`src/rtl/wb_uart_fifo.sv`:
```
// Wishbone (classic, 32-bit) UART with TX/RX FIFOs, status/control registers and a TX launch FSM.
// Define UART_WB_LOOPBACK_EN to implement the CTRL[3] internal loopback (tx_o -> rx_i).

module uart #(
    parameter int CLK_FREQ    = 50000000,
    parameter int BAUD_RATE   = 19200,
    parameter int DATA_BITS   = 8,
    parameter int PARITY_TYPE = 0,
    parameter int STOP_BITS   = 0
) (
    input  logic       clk,
    input  logic       rst,
    input  logic [7:0] tx_data,
    input  logic       tx_data_vld,
    output logic       tx_active,
    output logic       tx_o,
    input  logic       rx_i,
    output logic [7:0] rx_data,
    output logic       rx_data_vld,
    output logic       rx_parity_err
);
    localparam int CPB = CLK_FREQ / BAUD_RATE;
    localparam int CW = $clog2(CPB + 1);
    localparam int PB = (PARITY_TYPE != 0) ? 1 : 0;
    localparam int FRAME = 2 + DATA_BITS + PB + STOP_BITS;
    localparam logic [7:0] DMASK = 8'((1 << DATA_BITS) - 1);

    logic [11:0]   tx_shift, frame;
    logic [3:0]    tx_left;
    logic [CW-1:0] tx_cnt, rx_cnt;
    logic [7:0]    tx_d;
    logic [1:0]    rx_sync;
    logic          rx_s, rx_busy, rx_par;
    logic [3:0]    rx_idx;
    logic [8:0]    rx_bits;

    // NOTE: every signal written in always_comb gets a default first, so no latch is inferred.
    always_comb begin
        tx_d  = tx_data & DMASK;
        frame = '1;
        frame[0] = 1'b0;
        for (int i = 0; i < 8; i++)
            if (i < DATA_BITS) frame[i+1] = tx_d[i];
        if (PB == 1) frame[DATA_BITS+1] = (PARITY_TYPE == 1) ? ~^tx_d : ^tx_d;
    end

    assign tx_active = (tx_left != 4'd0);
    assign tx_o      = tx_active ? tx_shift[0] : 1'b1;

    // NOTE: state registers use non-blocking assignments so every flop samples pre-edge values.
    always_ff @(posedge clk or posedge rst) begin
        if (rst) begin
            tx_shift <= '1;
            tx_left  <= '0;
            tx_cnt   <= '0;
        end else if (!tx_active) begin
            if (tx_data_vld) begin
                tx_shift <= frame;
                tx_left  <= 4'(FRAME);
                tx_cnt   <= CW'(CPB - 1);
            end
        end else if (tx_cnt == '0) begin
            tx_shift <= {1'b1, tx_shift[11:1]};
            tx_left  <= tx_left - 4'd1;
            tx_cnt   <= CW'(CPB - 1);
        end else begin
            tx_cnt <= tx_cnt - 1'b1;
        end
    end

    assign rx_s   = rx_sync[1];
    assign rx_par = ^(rx_bits[7:0] & DMASK) ^ rx_bits[DATA_BITS];

    // Receiver samples mid-bit: half a bit after the start edge, then once per bit period.
    always_ff @(posedge clk or posedge rst) begin
        if (rst) begin
            rx_sync       <= '1;
            rx_busy       <= 1'b0;
            rx_cnt        <= '0;
            rx_idx        <= '0;
            rx_bits       <= '0;
            rx_data       <= '0;
            rx_data_vld   <= 1'b0;
            rx_parity_err <= 1'b0;
        end else begin
            rx_sync       <= {rx_sync[0], rx_i};
            rx_data_vld   <= 1'b0;
            rx_parity_err <= 1'b0;
            if (!rx_busy) begin
                if (!rx_s) begin
                    rx_busy <= 1'b1;
                    rx_cnt  <= CW'(CPB / 2 - 1);
                    rx_idx  <= '0;
                end
            end else if (rx_cnt != '0) begin
                rx_cnt <= rx_cnt - 1'b1;
            end else begin
                rx_cnt <= CW'(CPB - 1);
                if (rx_idx == 4'd0) begin
                    if (rx_s) rx_busy <= 1'b0;
                    else      rx_idx  <= 4'd1;
                end else if (rx_idx <= 4'(DATA_BITS + PB)) begin
                    rx_bits[rx_idx - 4'd1] <= rx_s;
                    rx_idx <= rx_idx + 4'd1;
                end else begin
                    rx_busy       <= 1'b0;
                    rx_data_vld   <= 1'b1;
                    rx_data       <= rx_bits[7:0] & DMASK;
                    rx_parity_err <= (PB == 1) && (rx_par == (PARITY_TYPE != 1));
                end
            end
        end
    end
endmodule

module uart_fifo #(
    parameter int DEPTH = 16
) (
    input  logic                   clk_i,
    input  logic                   rst_ni,
    input  logic                   flush,
    input  logic                   push,
    input  logic                   pop,
    input  logic [7:0]             wr_data,
    output logic [7:0]             rd_data,
    output logic                   full,
    output logic                   empty,
    output logic [$clog2(DEPTH):0] count
);
    localparam int AW = $clog2(DEPTH);
    localparam int CW = AW + 1;

    logic [7:0]    mem [DEPTH];
    logic [AW-1:0] wptr, rptr;
    logic          do_push, do_pop;

    assign full    = (count == CW'(DEPTH));
    assign empty   = (count == '0);
    // A simultaneous push and pop always both happen: full stays full, empty falls through.
    assign do_push = push & (~full | pop);
    assign do_pop  = pop & (~empty | push);
    assign rd_data = empty ? wr_data : mem[rptr];

    always_ff @(posedge clk_i or negedge rst_ni) begin
        if (!rst_ni) begin
            wptr  <= '0;
            rptr  <= '0;
            count <= '0;
        end else if (flush) begin
            wptr  <= '0;
            rptr  <= '0;
            count <= '0;
        end else begin
            wptr  <= wptr + AW'(do_push);
            rptr  <= rptr + AW'(do_pop);
            count <= count + CW'(do_push) - CW'(do_pop);
        end
    end

    // NOTE: storage has no reset; the pointers alone define which entries are valid.
    always_ff @(posedge clk_i) begin
        if (do_push && !flush) mem[wptr] <= wr_data;
    end
endmodule

module wb_uart_fifo #(
    parameter int CLK_FREQ    = 50000000,
    parameter int BAUD_RATE   = 19200,
    parameter int DATA_BITS   = 8,
    parameter int PARITY_TYPE = 0,
    parameter int STOP_BITS   = 0,
    parameter int TX_DEPTH    = 16,
    parameter int RX_DEPTH    = 16
) (
    input  logic        clk_i,
    input  logic        rst_ni,
    input  logic        wb_cyc_i,
    input  logic        wb_stb_i,
    input  logic        wb_we_i,
    input  logic [3:0]  wb_adr_i,
    input  logic [31:0] wb_dat_i,
    output logic [31:0] wb_dat_o,
    output logic        wb_ack_o,
    output logic        wb_err_o,
    input  logic        uart_rx_i,
    output logic        uart_tx_o
);
    typedef enum logic [1:0] {IDLE, LAUNCH, WAIT_BUSY, WAIT_DONE} tx_state_t;
    localparam logic [7:0] DMASK = 8'((1 << DATA_BITS) - 1);

    tx_state_t state, state_nxt;
    logic [$clog2(TX_DEPTH):0] tx_count;
    logic [$clog2(RX_DEPTH):0] rx_count;
    logic        req, bus_err, ctrl_wr, tx_push, tx_pop, tx_flush, rx_pop, rx_flush, flag_clear;
    logic        tx_full, tx_empty, rx_full, rx_empty, tx_busy, loopback;
    logic        rx_overrun, parity_err, rx_underrun;
    logic [7:0]  tx_head, tx_hold, rx_head, core_tx_data, core_rx_data;
    logic        core_tx_vld, core_tx_active, core_tx, core_rx, core_rx_vld, core_perr;
    logic [31:0] status, rdata;
    logic        unused_bits;

    assign unused_bits = ^{wb_adr_i[1:0], wb_dat_i[31:8]};

    assign req        = wb_cyc_i & wb_stb_i & ~wb_ack_o & ~wb_err_o;
    assign bus_err    = req & wb_we_i & (wb_adr_i[3:2] == 2'd0) & tx_full & ~tx_pop;
    assign tx_push    = req & wb_we_i & (wb_adr_i[3:2] == 2'd0) & ~bus_err;
    assign rx_pop     = req & ~wb_we_i & (wb_adr_i[3:2] == 2'd0);
    assign ctrl_wr    = req & wb_we_i & (wb_adr_i[3:2] == 2'd2);
    assign tx_flush   = ctrl_wr & wb_dat_i[0];
    assign rx_flush   = ctrl_wr & wb_dat_i[1];
    assign flag_clear = ctrl_wr & wb_dat_i[2];
    assign tx_busy    = (state != IDLE);

    assign status = {8'd0, 8'(tx_count), 8'(rx_count), rx_underrun, parity_err, rx_overrun,
                     tx_busy, rx_empty, rx_full, tx_empty, tx_full};

    always_comb begin
        rdata = '0;
        case (wb_adr_i[3:2])
            2'd0:    rdata = (rx_empty && !core_rx_vld) ? 32'd0 : {24'd0, rx_head};
            2'd1:    rdata = status;
            2'd2:    rdata = {28'd0, loopback, 3'b000};
            default: rdata = '0;
        endcase
    end

    always_ff @(posedge clk_i or negedge rst_ni) begin
        if (!rst_ni) begin
            wb_ack_o    <= 1'b0;
            wb_err_o    <= 1'b0;
            wb_dat_o    <= '0;
            rx_overrun  <= 1'b0;
            parity_err  <= 1'b0;
            rx_underrun <= 1'b0;
            state       <= IDLE;
            tx_hold     <= '0;
        end else begin
            wb_ack_o    <= req & ~bus_err;
            wb_err_o    <= bus_err;
            wb_dat_o    <= (req && !wb_we_i) ? rdata : 32'd0;
            // A new error event in the same cycle as flag_clear leaves the flag set.
            rx_overrun  <= (core_rx_vld & rx_full & ~rx_pop & ~rx_flush) | (rx_overrun & ~flag_clear);
            parity_err  <= (core_perr & ~rx_flush) | (parity_err & ~flag_clear);
            rx_underrun <= (rx_pop & rx_empty & ~core_rx_vld) | (rx_underrun & ~flag_clear);
            state       <= state_nxt;
            if (state == LAUNCH) tx_hold <= tx_head;
        end
    end

    always_comb begin
        state_nxt   = state;
        tx_pop      = 1'b0;
        core_tx_vld = 1'b0;
        case (state)
            IDLE:      if (!tx_empty && !core_tx_active) state_nxt = LAUNCH;
            LAUNCH: begin
                tx_pop      = 1'b1;
                core_tx_vld = 1'b1;
                state_nxt   = WAIT_BUSY;
            end
            WAIT_BUSY: if (core_tx_active) state_nxt = WAIT_DONE;
            WAIT_DONE: if (!core_tx_active) state_nxt = IDLE;
            default:   state_nxt = IDLE;
        endcase
    end

    assign core_tx_data = (state == LAUNCH) ? tx_head : tx_hold;

`ifdef UART_WB_LOOPBACK_EN
    always_ff @(posedge clk_i or negedge rst_ni) begin
        if (!rst_ni)      loopback <= 1'b0;
        else if (ctrl_wr) loopback <= wb_dat_i[3];
    end
    assign core_rx   = loopback ? core_tx : uart_rx_i;
    assign uart_tx_o = loopback ? 1'b1 : core_tx;
`else
    assign loopback  = 1'b0;
    assign core_rx   = uart_rx_i;
    assign uart_tx_o = core_tx;
`endif

    uart_fifo #(.DEPTH(TX_DEPTH)) u_tx_fifo (
        .clk_i(clk_i), .rst_ni(rst_ni), .flush(tx_flush), .push(tx_push), .pop(tx_pop),
        .wr_data(wb_dat_i[7:0] & DMASK), .rd_data(tx_head), .full(tx_full), .empty(tx_empty),
        .count(tx_count)
    );

    uart_fifo #(.DEPTH(RX_DEPTH)) u_rx_fifo (
        .clk_i(clk_i), .rst_ni(rst_ni), .flush(rx_flush), .push(core_rx_vld), .pop(rx_pop),
        .wr_data(core_rx_data), .rd_data(rx_head), .full(rx_full), .empty(rx_empty),
        .count(rx_count)
    );

    uart #(
        .CLK_FREQ(CLK_FREQ), .BAUD_RATE(BAUD_RATE), .DATA_BITS(DATA_BITS),
        .PARITY_TYPE(PARITY_TYPE), .STOP_BITS(STOP_BITS)
    ) u_uart (
        .clk(clk_i), .rst(~rst_ni), .tx_data(core_tx_data), .tx_data_vld(core_tx_vld),
        .tx_active(core_tx_active), .tx_o(core_tx), .rx_i(core_rx), .rx_data(core_rx_data),
        .rx_data_vld(core_rx_vld), .rx_parity_err(core_perr)
    );
endmodule

```
`config.mk`:
```
export PLATFORM = sky130hd
export DESIGN_NAME = wb_uart_fifo
export DESIGN_NICKNAME = d
export VERILOG_FILES = /design/src/rtl/wb_uart_fifo.sv
export SDC_FILE = /design/constraint.sdc
export NUM_CORES = 1
export LEC_CHECK = 0
export BUFFER_PORTS_ARGS = -buffer_cell sky130_fd_sc_hd__buf_2
export CORE_UTILIZATION = 30
export CTS_CLUSTER_DIAMETER = 50
export DETAILED_ROUTE_END_ITERATION = 7
export SYNTH_ARGS = -nofsm -noshare
export SYNTH_HDL_FRONTEND = slang
export SYNTH_SLANG_ARGS = --single-unit
```
`constraint.sdc`:
```
create_clock -name clk_i -period 3.4 [get_ports clk_i]
set_clock_uncertainty 0.05 [all_clocks]
set_input_delay 0.51 -clock clk_i [delete_from_list [all_inputs] [get_ports clk_i]]
set_output_delay 0.51 -clock clk_i [all_outputs]
set_load 0.02 [all_outputs]
```
==> flow_metrics.py <==
metrics = {
    "run_status": {
        "status": "finished, final reports clean",
    },
    "finish": {
        "area_growth_pct": 15.8,
        "layout-drive-gt1-share_pct": 24.2,
        "nets": 1230,
        "design_area_um2": 18500,
        "seqCellArea_um2": 10500,
        "multi_input_area_um2": 5060,
        "n_antenna_cell": 0,
        "utilization_pct": 35.1,
        "fillers": 5003,
    },
    "synth": {
        "syn_inst": 1069,
        "synth_edf_count": 256,
        "synth_common_cells": "edfxtp_1 (256), dfrtp_1 (101), nand2_1 (77)",
        "synthArstFlopShare_pct": 30.4,
        "synth.distinct_cells": 70,
        "post-synth-top-count-cell": "edfxtp_1",
        "synth_top_cell_by_area": "edfxtp_1",
        "yosysWarnings": 0,
        "synthesis.area_um2": 15900,
        "yosys.area.top_type_share_pct": 48.2,
        "synth_area_leaders": "edfxtp_1 (48%), dfrtp_1 (16%), mux4_2 (8.6%), ha_1 (2.7%), mux2_2 (1.9%)",
        "ys.flop_type": "edfxtp_1",
        "ys_seq_area_share_pct": 65.9,
        "avgSynthCellArea_um2": 14.9,
        "ys_ff_latch": 368,
    },
    "floorplanning": {
        "die-area_um2": 54100,
        "ios": 77,
        "die_height_um": 233,
        "row_count": 84,
        "die_w_um": 233,
        "core_um2": 52600,
        "start_util_pct": 30.3,
    },
    "worst_setup_path": {
        "critPathLaunchType": "flip-flop",
        "critPathKind": "flip-flop to flip-flop",
        "critPathMaxFanout": 4,
        "r2r_slack_ns": 0.21,
        "r2r-start": "u_rx_fifo.count[2]",
        "worstPathRequired_ns": 3.76,
        "crit_start": "u_rx_fifo.count[2]",
        "r2r_cells": 14,
        "end_kind": "flip-flop",
        "cp.arrival_ns": 3.55,
        "reg2reg_to": "u_rx_fifo.count[4]",
    },
    "hold_path": {
        "min_path_type": "input pin to asynchronous set/reset pin",
    },
    "power": {
        "pwr-share-comb_pct": 18.1,
        "total_power_mw": 11.6,
        "seqPwrFrac_pct": 45.7,
        "leakage_nw": 7.11,
        "p_sw_share_pct": 27.0,
        "clkPwrFrac_pct": 36.3,
        "cellInternalPower_mw": 8.45,
        "p_sw_mw": 3.13,
        "vdd_drop_max_mv": 0.280,
        "powerDensity_nw_per_um2": 628,
    },
    "route": {
        "drtPass1Iterations": 4,
        "drc": 0,
        "viasPerCell": 4.76,
        "drt_iter0_markers": 635,
        "wl_mm": 32.9,
        "postRouteAntennaNets": 0,
        "via_count": 8884,
        "wl_per_cell_um": 17.6,
    },
    "clock_network": {
        "insertion_delay_ns": 0.53,
        "postCtsSetupBuffers": 0,
        "cts_tree": "done",
        "clkSinkCount": 368,
        "htree_levels": 2,
        "ctsHoldBuffers": 0,
        "clockBufferDepth": 3,
        "cts.clk_slew.worst_paths_ns": 0.06,
        "cts_resized": 0,
        "cts_buffers": 39,
        "root_buffer": "clkbuf_16",
    },
    "sta": {
        "slew_headroom_pct": 37.0,
        "min_period_ns": 3.19,
        "worst_pin_slew_ns": 0.945,
        "fin_worst_hold_slack_ns": 0.0581,
        "slew_viol_final": 0,
        "clock.fmax_mhz": 313,
        "setup_viol": 0,
        "fin_crit_sh_pct": 93.9,
        "hold_viol": 0,
        "fin_tns_setup_ns": 0,
    },
    "global_routing": {
        "grtUsageMet3_pct": 2.02,
        "top_usage_layer": "met2",
        "overflow": 0,
        "grt_max_degree": 70,
        "grt_util_met2_pct": 20.4,
        "grtUsageMet1_pct": 16.5,
        "antenna_found_initial": 0,
        "grt_use_total_pct": 12.4,
        "grt_pass1_vias": 8938,
        "grt_pass1_wl_mm": 52.0,
    },
    "placement": {
        "portBuffers": 36,
        "finalWeightedCongestion": 0.804,
        "placed_area_um2": 17200,
        "dp_hpwl_mm": 21.6,
    },
    "job": {
        "drv_cap": 0,
    },
}
[routing by layer]
| metal | vias to the layer above | share of wire (%) |
|---|---|---|
| met5 | - | 0 |
| met4 | 0 | 2.8 |
| met3 | 58 | 4.0 |
| met2 | 158 | 48 |
| met1 | 4481 | 45 |
| li1 | 4187 | - |
[final cells by class]
cell class	instances	area share, %
clock buffer	49	6.05
tap	688	4.66
sequential	368	56.9
inverter	33	0.671
multi-input combinational	613	27.4
timing repair buffer	97	3.47
clock inverter	19	0.840
[sequential cells by signal, indices dropped and copies added, names as in the netlist, 2 cells and up]
signal and flops:
u_uart.tx_left 4, u_uart.rx_data 8, u_uart.rx_sync 2, u_tx_fifo.rptr 4, u_uart.rx_idx 4, u_uart.rx_bits 8
u_tx_fifo.wptr 4, state 2, wb_dat_o 18, u_rx_fifo.wptr 4, u_uart.tx_cnt 12, u_uart.rx_cnt 12
u_tx_fifo.mem 128, u_rx_fifo.count 5, u_rx_fifo.rptr 4, u_rx_fifo.mem 128, u_uart.tx_shift 9, u_tx_fifo.count 5
[layout by cell type, fill, tap and decap left out, types with 29 or more instances in the layout]
| cell type | count |
|---|---|
| edfxtp_1 | 256 |
| dfrtp_1 | 99 |
| nand2_1 | 77 |
| nor2_1 | 64 |
| buf_4 | 62 |
| mux4_2 | 61 |
| nor3_1 | 42 |
| clkbuf_16 | 42 |
| buf_2 | 35 |
| inv_1 | 33 |
| a21oi_1 | 33 |
| ha_1 | 33 |
| o21ai_0 | 29 |
[how the worst max path moves through the flow]
stage | slack, ns | endpoint | cells after the start
detailed placement | 0.16 | u_rx_fifo.count[4] | 14
CTS | 0.14 | u_rx_fifo.count[4] | 14
floorplan | 0.33 | u_rx_fifo.mem[5][0] | 7
global route | -0.007 | u_rx_fifo.count[4] | 14
global placement | 0.20 | u_rx_fifo.count[4] | 14
finish | 0.21 | u_rx_fifo.count[4] | 14
[logic make-up (layout without fill, tap and decap cells)]
group                    Yosys count  count (layout)  share of synthesized area [%]
buffers and inverters            101             198                           2.86
XOR/XNOR                          19              19                           1.04
other                              1              14                         0.0235
AND/OR/NAND/NOR                  311             311                           10.1
adder cells (fa/ha/maj)           36              36                           2.92
multiplexers                     113             113                           12.1
flip-flops                       368             368                           65.9
AO/OA/AOI/OAI                    120             120                           5.02
[critical path: stages (launching register included)]
cell and delay, ns:
dfrtp_1 0.40, inv_1 0.10, ha_2 0.21, or4b_2 0.65, nor2_2 0.14, nor3_1 0.08, ha_1 0.29, inv_1 0.04
ha_1 0.20, fa_1 0.42, a21oi_2 0.14, nor2_1 0.05, nor2_1 0.10, xnor2_1 0.12, nor2_1 0.06
[metrics by stage]
step / std cells / setup slack, ns
2_1_floorplan: 1082 / 0.334
3_3_place_gp: 1799 / 0.204
3_5_place_dp: 1799 / 0.156
4_1_cts: 1867 / 0.139
5_1_grt: 1867 / -0.00748
6_report: 1867 / 0.208
[power by group through the flow]
stage	Clock [mW]	Sequential (mW)	Combinational [mW]
2_1_floorplan	0	5.12	1.74
3_3_place_gp	0	5.38	2.07
3_5_place_dp	0	5.39	2.10
4_1_cts	4.32	5.30	2.11
5_1_grt	4.48	5.33	2.31
6_report	4.20	5.29	2.09
No activity file was read; power rests on OpenSTA's default activity.
